**src/rtl/ifetch_rv32i.sv**
```systemverilog
// RV32I instruction fetch: drives the synchronous ROM and hands instructions to decode over valid/ready.
// Optional accepted-fetch counter is enabled with `define IFETCH_PERF_EN.
module ifetch_rv32i #(
  parameter logic [31:0] RESET_PC = 32'h0000_0000
) (
  input  logic        clock,
  input  logic        reset,
  output logic [31:0] rom_addr,
  input  logic [31:0] rom_instr,
  output logic [31:0] instr,
  output logic [31:0] pc_out,
  output logic        instr_valid,
  input  logic        instr_ready,
  output logic        fetch_fault,
  input  logic        redirect_valid,
  input  logic [31:0] redirect_pc,
  output logic [31:0] fetch_count
);

  typedef enum logic {StBoot, StRun} state_e;

  state_e      state;
  logic [31:0] rsp_pc;
  logic        rsp_fault;
  logic        accept;
  logic [31:0] next_pc;

  assign accept = (state == StRun) & instr_ready;

  // Stalls replay the same address so the ROM keeps presenting the held word.
  always_comb begin
    next_pc = rsp_pc;
    if (redirect_valid) begin
      next_pc = redirect_pc;
    end else if (state == StBoot) begin
      next_pc = RESET_PC;
    end else if (accept) begin
      next_pc = rsp_pc + 32'd4;
    end
  end

  assign rom_addr = {next_pc[31:2], 2'b00};

  always_ff @(posedge clock or posedge reset) begin
    if (reset) begin
      state     <= StBoot;
      rsp_pc    <= RESET_PC;
      rsp_fault <= 1'b0;
    end else begin
      state  <= StRun;
      rsp_pc <= next_pc;
      if (redirect_valid) begin
        rsp_fault <= |redirect_pc[1:0];
      end else if (accept) begin
        rsp_fault <= 1'b0;
      end
    end
  end

  assign instr       = rom_instr;
  assign pc_out      = rsp_pc;
  assign instr_valid = (state == StRun);
  assign fetch_fault = rsp_fault;

`ifdef IFETCH_PERF_EN
  logic [31:0] count;

  always_ff @(posedge clock or posedge reset) begin
    if (reset) begin
      count <= 32'h0;
    end else if (accept) begin
      count <= count + 32'd1;
    end
  end

  assign fetch_count = count;
`else
  assign fetch_count = 32'h0;
`endif

endmodule

```
**config.mk**
```make
export PLATFORM = sky130hd
export DESIGN_NAME = ifetch_rv32i
export DESIGN_NICKNAME = d
export VERILOG_FILES = /design/src/rtl/ifetch_rv32i.sv
export SDC_FILE = /design/constraint.sdc
export NUM_CORES = 1
export LEC_CHECK = 0
export ABC_CLOCK_PERIOD_IN_PS = 4900
export BUFFER_PORTS_ARGS = -buffer_cell sky130_fd_sc_hd__buf_2
export CORE_MARGIN = 1.5
export CORE_UTILIZATION = 45
export DETAILED_ROUTE_END_ITERATION = 6
export PLACE_DENSITY = 0.86
export SLEW_MARGIN = 30
export SYNTH_ARGS = -nofsm -noshare
export SYNTH_HDL_FRONTEND = slang
export SYNTH_SLANG_ARGS = --single-unit
```
**constraint.sdc**
```tcl
create_clock -name clock -period 4.9 [get_ports clock]
set_input_delay 0.245 -clock clock [delete_from_list [all_inputs] [get_ports clock]]
set_output_delay 0.245 -clock clock [all_outputs]
set_load 0.01 [all_outputs]
```
# Yosys cells after proc, flatten, opt, wreduce, memory -nomap -nowiden
# Index checks and enable logic that the tools add are counted.
[word_totals] word_cells=14 inputBits=68 output_inout_bits=130 register_bits=34
[classes] n_addsub=1 muxes=5 bitwise_logic=1 n_reduce_logical=2 n_eq_ne=1
[op_table] op="two-way mux 32 bit" n=3
[op_table] op="adder 32 x 3 -> 32 bit, second input constant" n=1
[op_table] op="!= test 3 x 2 -> 1 bit, second input constant" n=1
[op_table] op="two-way mux 1 bit" n=2
[op_table] op="nonzero test 2 bit" n=1
[op_table] op="OR reduction 2 bit" n=1
[op_table] op="bitwise AND 1 bit" n=1

# Longest topological paths before layout
# Gate-level depths: netlist (run 1).
[logic_depth] ltp_word=4 depth_mapped=8 depth_no_buf=5

# Worst setup path before layout (run 1)
# Ideal clock, no wire load.
[synth_path] kind="register to output" startpoint="register rsp_pc[10], in the netlist pc_out[10]" endpoint="output rom_addr[19]" required_ps=4655 path_stages_with_launch=6 arrival_ps=1689 path_slack_ps=2966 path_buffers=1 cell_sequence="dfrtp_1 > nand4_1 > nor4_4 > a211oi_1 > a211o_1 > buf_4"
[synth_between] elab_chain_cells=4
[synth_rtl] element="start, declared" line_no="23" text="logic [31:0] rsp_pc;"
[synth_rtl] element="start signal, assigned" line_no="51" text="rsp_pc <= next_pc;"
[synth_rtl] element="adder 32 x 3 -> 32 bit" line_no="38" text="next_pc = rsp_pc + 32'd4;"
[synth_rtl] element="two-way mux 32 bit" line_no="37" text="end else if (accept) begin"
[synth_rtl] element="two-way mux 32 bit" line_no="35" text="end else if (state == StBoot) begin"
[synth_rtl] element="two-way mux 32 bit" line_no="33" text="if (redirect_valid) begin"
[synth_rtl] element="end, declared" line_no="8" text="output logic [31:0] rom_addr,"
# Every way passes these cells. The select of a mux whose other input is x is not followed.

# Worst setup path after layout (run 1)
[layout_path] startpoint="register state, in the netlist instr_valid" endpoint="output rom_addr[25]"
[layout_between] elab_chain_cells=4
[layout_rtl] element="start, declared" line_no="22" text="state_e state;"
[layout_rtl] element="start signal, assigned" line_no="46" text="state <= StBoot;"
[layout_rtl] element="start signal, assigned" line_no="50" text="state <= StRun;"
[layout_rtl] element="bitwise AND 1 bit" line_no="28" text="assign accept = (state == StRun) & instr_ready;"
[layout_rtl] element="two-way mux 32 bit" line_no="37"
[layout_rtl] element="two-way mux 32 bit *" line_no="35"
[layout_rtl] element="two-way mux 32 bit *" line_no="33"
# Every way passes the cells marked *; elsewhere a longest branch is shown, timed or not. The select of a mux whose other input is x is not followed.

==> reports/metrics.csv, run 1 <==
stage,metric,value,unit
timing,worst slew pin tran,0.921,ns
power,Lkg Pwr,1.46,nW
power,pwr/cell area,284,mW/mm2
route,Pre-antenna DRT Iters,4,
synth,count of warnings emitted by yosys,0,
synth,sequential fraction of the synthesis area,0.299,
global_routing,first-pass GRT wire length,10.7,mm
clocking,Post-CTS Setup Bufs,0,
global_routing,number of global-route vias before repair,2264,
flow_run,Max Cap Violations,0,
worst_setup_path,crit-path cells,nand4_2 -> nor4_1 -> nand3_1 -> nand3_1 -> buf_2,
worst_setup_path,Critical Path Start,instr_valid,
timing,RSZ-0062 raised after global routing,false,
clocking,Clock Pin Slew Worst Setup and Hold Paths,0.08,ns
floorplan,FP Rows,28,
cells_and_area,finished layout cell area,0.00293,mm2
clocking,CTS tree,yes,
worst_setup_path,R2R Path Start,instr_valid,
clocking,hold_buf cts,0,
synth,"area leader, netlist",dfrtp_1,
status,status,"complete, no violations",
worst_setup_path,Critical Path Stages,5,
route,Iter 0 DRT Violations,113,
worst_setup_path,CP required,4.66,ns
timing,Slew Limit Fails,0,
worst_setup_path,crit path kind,register to primary output,
timing,worst setup margin,2.16,ns
placement,DP HPWL,5.14,mm
floorplan,Die X-Extent,82.5,um
timing,Final Hold Fails,0,
power,worst vdd ir,0.148,mV
cells_and_area,share of layout cells above drive strength 1,0.332,
worst_setup_path,"CP delay by family, top",simple AND/OR/NAND/NOR gates,
synth,unique cell type count in the Yosys netlist,45,
clocking,Clock Tree Buf Depth,2,
synth,"Avg Cell Area, Syn",8.39,um2
worst_setup_path,Crit. End Element,primary output,
synth,Synth Instances,339,
route,Avg Vias per Cell,5.47,
power,Final Total Pwr,831,uW
floorplan,Die Ht,82.5,um
placement,"worst slack, placed",2.29,ns
floorplan,core area,0.00603,mm2
worst_setup_path,crit path to,rom_addr[25],
timing,min Tclk post-route,2.74,ns
global_routing,initial antenna violation count,0,
worst_setup_path,crit-path max FO,16,
worst_setup_path,CP Launch Type,register,
timing,Rel. slew slack,0.386,
global_routing,GRT Util Overall,0.206,
worst_setup_path,worst path arrival time,2.50,ns
clocking,H-Tree Depth,2,
synth,post-synth top area share,0.299,
clocking,post_cts resized,0,
floorplan,I/O pins,198,
global_routing,largest net degree at the start of global routing,46,
worst_setup_path,flop2flop setup slack,2.77,ns
placement,"Cell Area, Placed",0.00279,mm2
timing,total negative slack,0,ns
worst_setup_path,R2R depth,4,
route,Avg WL per Cell,15.6,um
timing,WHS,0.0395,ns
clocking,total CTS buffers,5,
placement,Buffers on Ports,99,
timing,Highest Clock Rate,364,MHz
route,final WL,6.98,mm
timing,final setup vio count,0,
synth,area of the mapped netlist,0.00284,mm2
cells_and_area,Antenna diodes,0,
floorplan,DIE AREA,0.00680,mm2
timing,"Period Utilization, post-route",0.560,
cells_and_area,area growth from synthesis to layout,3.12,%
route,DRC,0,
worst_setup_path,Max stage delay on crit path,0.74,ns
floorplan,Initial Util,0.472,
clocking,CTS sink cnt,34,
route,vias post-DR,2440,
synth,synth top area cells,"dfrtp_1 (30%), buf_4 (26%), nand3_1 (4.9%), nand2_1 (4.9%), nand4_1 (2.9%)",
route,Antenna Nets Post-Route,0,
worst_setup_path,Worst Path Buf+Inv,1,
synth,Seq cells post-synth,34,
worst_setup_path,Worst R2R End,pc_out[27],
clocking,CTS root buffer,clkbuf_8,
worst_setup_path,"Max stage delay cell, worst path",nor4_1,
cells_and_area,final net count,439,
global_routing,GR Overflow Total,0,
timing,Layout Skew,0.0152,ns
min_path,Hold Crit Class,input port to async pin,
placement,placer congestion estimate,0.801,
clocking,"Clk Latency, worst-skew pair",0.29,ns
worst_setup_path,Worst path most repeated cell,nand3_1,
==> sequential cells by signal, indices dropped and copies added (netlist names) <==
name and count:
instr_valid 1, pc_out 32, fetch_fault 1
==> worst min-delay path, stage by stage <==
cell and delay [ns]:
buf_2 0.10, inv_1 0.04, buf_4 0.39
==> final cells by class <==
class / instances / area, um2
clock buffer: 6 / 82.6
clock inverter: 2 / 60.1
fill: 624 / 3090
inverter: 5 / 18.8
multi-input combinational: 223 / 1320
sequential: 34 / 851
tap: 75 / 93.8
timing repair buffer: 101 / 510
==> power by group <==
part           switching, mW  internal, mW
combinational          0.100        0.0649
clock                  0.110         0.217
sequential            0.0360         0.303
total                  0.246         0.585
==> cell usage after synthesis (all sizes together) <==
master / number
nand4: 15
dfrtp: 34
a32oi: 5
a22o: 2
o311ai: 1
conb: 2
and3: 6
o211a: 1
o211ai: 5
buf: 101
and2: 1
ha: 1
nor2b: 1
a21o: 2
a211o: 8
nand2b: 1
mux2: 1
or3b: 1
xor2: 4
nor2: 10
a311o: 2
o21ai: 14
xnor2: 7
a21oi: 7
mux2i: 1
inv: 5
a211oi: 1
nor4: 12
nand2: 37
nor3: 5
or2: 1
nand3: 28
nor3b: 3
clkbuf: 9
and4: 5
==> layout by cell type (no fill, tap or decap), types with 6 or more instances in the layout <==
cell,Yosys,layout
xnor2_1,7,7
nand4_1,13,13
conb_1,2,35
nor2_1,10,10
dfrtp_1,34,34
nor4_1,8,8
a211o_1,8,8
nand2_1,37,37
a21oi_1,7,7
nand3_1,28,28
clkbuf_8,0,6
buf_2,4,99
o21ai_0,13,13
==> cell families (layout without fill, tap and decap cells) <==
kind of cell             Yosys count  in the layout  share of synthesized area
AND/OR/NAND/NOR                  126            126                      0.252
flip-flops                        34             34                      0.299
other                              2             35                    0.00264
adder cells (fa/ha/maj)            1              1                    0.00440
multiplexers                       2              2                    0.00748
buffers and inverters            115            114                      0.282
AO/OA/AOI/OAI                     48             48                      0.119
XOR/XNOR                          11             11                     0.0339
==> metal layers <==
metal | track usage | share of wire | vias to the layer above
li1 | - | - | 1132
met3 | 0.0440 | 0.095 | 12
met1 | 0.259 | 0.41 | 1154
met4 | 0.0847 | 0.014 | 0
met5 | 0 | 0 | -
met2 | 0.341 | 0.48 | 142
==> worst min-delay path by stage <==
stage / from / end / slack, ns / depth (start not counted)
floorplan: reset / fetch_fault / 0.39 / 1
global placement: reset / pc_out[0] / 0.36 / 3
detailed placement: reset / fetch_fault / 0.37 / 3
CTS: reset / pc_out[2] / 0.06 / 3
global route: reset / pc_out[5] / 0.10 / 3
finish: reset / pc_out[1] / 0.04 / 3
==> per-stage QoR <==
step	cells	utilization
2_1_floorplan	372	-
3_3_place_gp	438	0.463
3_5_place_dp	438	0.463
4_1_cts	446	0.487
5_1_grt	446	0.487
6_report	446	0.487
Power figures use the tool's default switching activity.
==> inputs of run 2 (changes only) <==
--- a/config.mk
+++ b/config.mk
@@ -5,12 +5,12 @@
 export SDC_FILE = /design/constraint.sdc
 export NUM_CORES = 1
 export LEC_CHECK = 0
-export ABC_CLOCK_PERIOD_IN_PS = 4900
+export ABC_CLOCK_PERIOD_IN_PS = 2600
 export BUFFER_PORTS_ARGS = -buffer_cell sky130_fd_sc_hd__buf_2
 export CORE_MARGIN = 1.5
-export CORE_UTILIZATION = 45
+export CORE_UTILIZATION = 42
 export DETAILED_ROUTE_END_ITERATION = 6
-export PLACE_DENSITY = 0.86
+export PLACE_DENSITY = 0.81
 export SLEW_MARGIN = 30
 export SYNTH_ARGS = -nofsm -noshare
 export SYNTH_HDL_FRONTEND = slang
==> constraint.sdc (replaced) <==
create_clock -name clock -period 2.6 [get_ports clock]
set_input_delay 0.13 -clock clock [delete_from_list [all_inputs] [get_ports clock]]
set_output_delay 0.13 -clock clock [all_outputs]
set_load 0.01 [all_outputs]
==> reports/metrics.csv, run 2 (synthesis gave the netlist of run 1 again) <==
stage,metric,value,unit,change
timing,worst setup margin,0.203,ns,-1.95 ns
power,Lkg Pwr,1.47,nW,+0.84%
min_path,Hold Crit Class,input port to register,,
worst_setup_path,"Max stage delay cell, worst path",nor4_4,,
floorplan,DIE AREA,0.00727,mm2,+6.9%
route,Avg WL per Cell,15.7,um,about the same
global_routing,GR Overflow Total,0,,unchanged
worst_setup_path,"CP delay by family, top",simple AND/OR/NAND/NOR gates,,
route,Iter 0 DRT Violations,124,,+9.7%
status,failing checks,DRC,,
timing,worst slew pin tran,0.664,ns,-0.257 ns
global_routing,GRT Util Overall,0.191,,-0.0155
route,DRC,14,,+14
timing,Final Hold Fails,0,,unchanged
cells_and_area,"commonest non-fill, non-tap cell in the layout",buf_2,,
clocking,Clock Pin Slew Worst Setup and Hold Paths,0.08,ns,about the same
route,final WL,7.13,mm,+2.1%
clocking,"Clk Latency, worst-skew pair",0.29,ns,about the same
floorplan,I/O pins,198,,unchanged
route,Pre-antenna DRT Iters,7,,+3
timing,RSZ-0062 raised after global routing,false,,
timing,Rel. slew slack,0.554,,+0.168
timing,Layout Skew,0.00242,ns,-0.0128 ns
clocking,CTS root buffer,clkbuf_8,,
floorplan,FP Rows,29,,+3.6%
timing,Highest Clock Rate,417,MHz,
placement,placed insts,446,,+1.8%
placement,DP HPWL,5.40,mm,+5.1%
timing,total negative slack,0,ns,unchanged
route,Avg Vias per Cell,5.37,,-1.8%
worst_setup_path,Worst Path Buf+Inv,1,,unchanged
worst_setup_path,Crit. End Element,primary output,,
global_routing,initial antenna violation count,0,,unchanged
global_routing,largest net degree at the start of global routing,35,,-24%
timing,WHS,0.0692,ns,+0.0297 ns
clocking,total CTS buffers,5,,unchanged
clocking,Post-CTS Setup Bufs,0,,unchanged
flow_run,Max Cap Violations,0,,unchanged
cells_and_area,most frequent cells in the layout,"buf_2 (99), nand2_1 (37), conb_1 (35), dfrtp_1 (34), nand3_1 (28)",,
worst_setup_path,worst path arrival time,2.27,ns,-0.23 ns
floorplan,core area,0.00646,mm2,+7.2%
route,vias post-DR,2444,,+0.16%
cells_and_area,Antenna diodes,0,,unchanged
clocking,CTS sink cnt,34,,unchanged
floorplan,Initial Util,0.440,,-0.0316
worst_setup_path,crit-path max FO,9,,-7
cells_and_area,final net count,446,,+1.6%
clocking,CTS tree,yes,,
clocking,post_cts resized,0,,unchanged
status,status,"complete, but fails checks",,
worst_setup_path,crit-path cells,nand4_1 -> nor4_4 -> a211oi_1 -> a211o_1 -> buf_2,,
placement,placer congestion estimate,0.842,,+5.2%
timing,final setup vio count,0,,unchanged
timing,"Period Utilization, post-route",0.922,,
placement,"worst slack, placed",0.516,ns,-1.78 ns
timing,min Tclk post-route,2.40,ns,
cells_and_area,Final Non-Filler Cells,455,,+2.0%
floorplan,Die Ht,85.3,um,+3.4%
cells_and_area,area growth from synthesis to layout,4.14,%,
clocking,H-Tree Depth,2,,unchanged
worst_setup_path,CP required,2.47,ns,-2.19 ns
clocking,Clock Tree Buf Depth,2,,unchanged
power,Final Total Pwr,1.46,mW,+75%
worst_setup_path,Max stage delay on crit path,0.59,ns,-0.15 ns
worst_setup_path,crit path kind,register to primary output,,
worst_setup_path,CP Launch Type,register,,
power,pwr/cell area,492,mW/mm2,+73%
global_routing,first-pass GRT wire length,11.2,mm,+5.2%
route,Antenna Nets Post-Route,0,,unchanged
timing,Slew Limit Fails,0,,unchanged
cells_and_area,share of layout cells above drive strength 1,0.341,,+0.00973
placement,Buffers on Ports,99,,unchanged
cells_and_area,max reg flops,32,,unchanged
power,worst vdd ir,0.285,mV,+93%
floorplan,Die X-Extent,85.3,um,+3.4%
global_routing,number of global-route vias before repair,2251,,-0.57%
## run 2: timing repair
action | in CTS | in global routing
hold buffers | 1 | 0
endpoints found under the setup margin | 0 | 0
hold endpoints to repair | 34 | 0
## run 2: cell type report
| class | instances | area [um2] |
|---|---|---|
| Tap cell | 77 | 96.3 |
| Clock inverter | 3 | 45.0 |
| Clock buffer | 5 | 68.8 |
| Timing Repair Buffer | 108 | 566 |
| Fill cell | 644 | 3500 |
| Inverter | 5 | 18.8 |
| Sequential cell | 34 | 851 |
| Multi-Input combinational cell | 223 | 1320 |
## run 2: path summary, 6_finish.rpt
path                       slack (ns)            to            start  depth (start not counted)
max in group asynchronous        1.78    pc_out[15]            reset                          4
min in group asynchronous        0.48     pc_out[2]            reset                          4
max                              0.20  rom_addr[19]       pc_out[10]                          5
min                              0.07    pc_out[26]  redirect_pc[26]                          3
min reg2reg                      0.49     pc_out[0]        pc_out[0]                          1
max reg2reg                      0.65    pc_out[19]       pc_out[10]                          4
## run 2: worst reg2reg max path, stage by stage (launching register included)
cell      delay, ns
dfrtp_1        0.47
nand4_1        0.30
nor4_4         0.59
a211oi_1       0.16
a211o_1        0.32
## run 2: per-stage QoR
stage,instance area (um2),util
6_report,2960,0.458
5_1_grt,2960,0.458
4_1_cts,2960,0.458
3_5_place_dp,2840,0.439
3_3_place_gp,2840,0.439
2_1_floorplan,2970,-
## run 2: layer usage
| metal | GRT usage | share of wire |
|---|---|---|
| met1 | 0.249 | 0.42 |
| met2 | 0.310 | 0.48 |
| met3 | 0.0496 | 0.097 |
| met4 | 0.0572 | 0.0059 |
| met5 | 0 | 0 |
## run 2: report_power, final
group          internal [mW]  switching [mW]
registers              0.571          0.0659
logic                  0.128           0.193
clock network          0.285           0.213
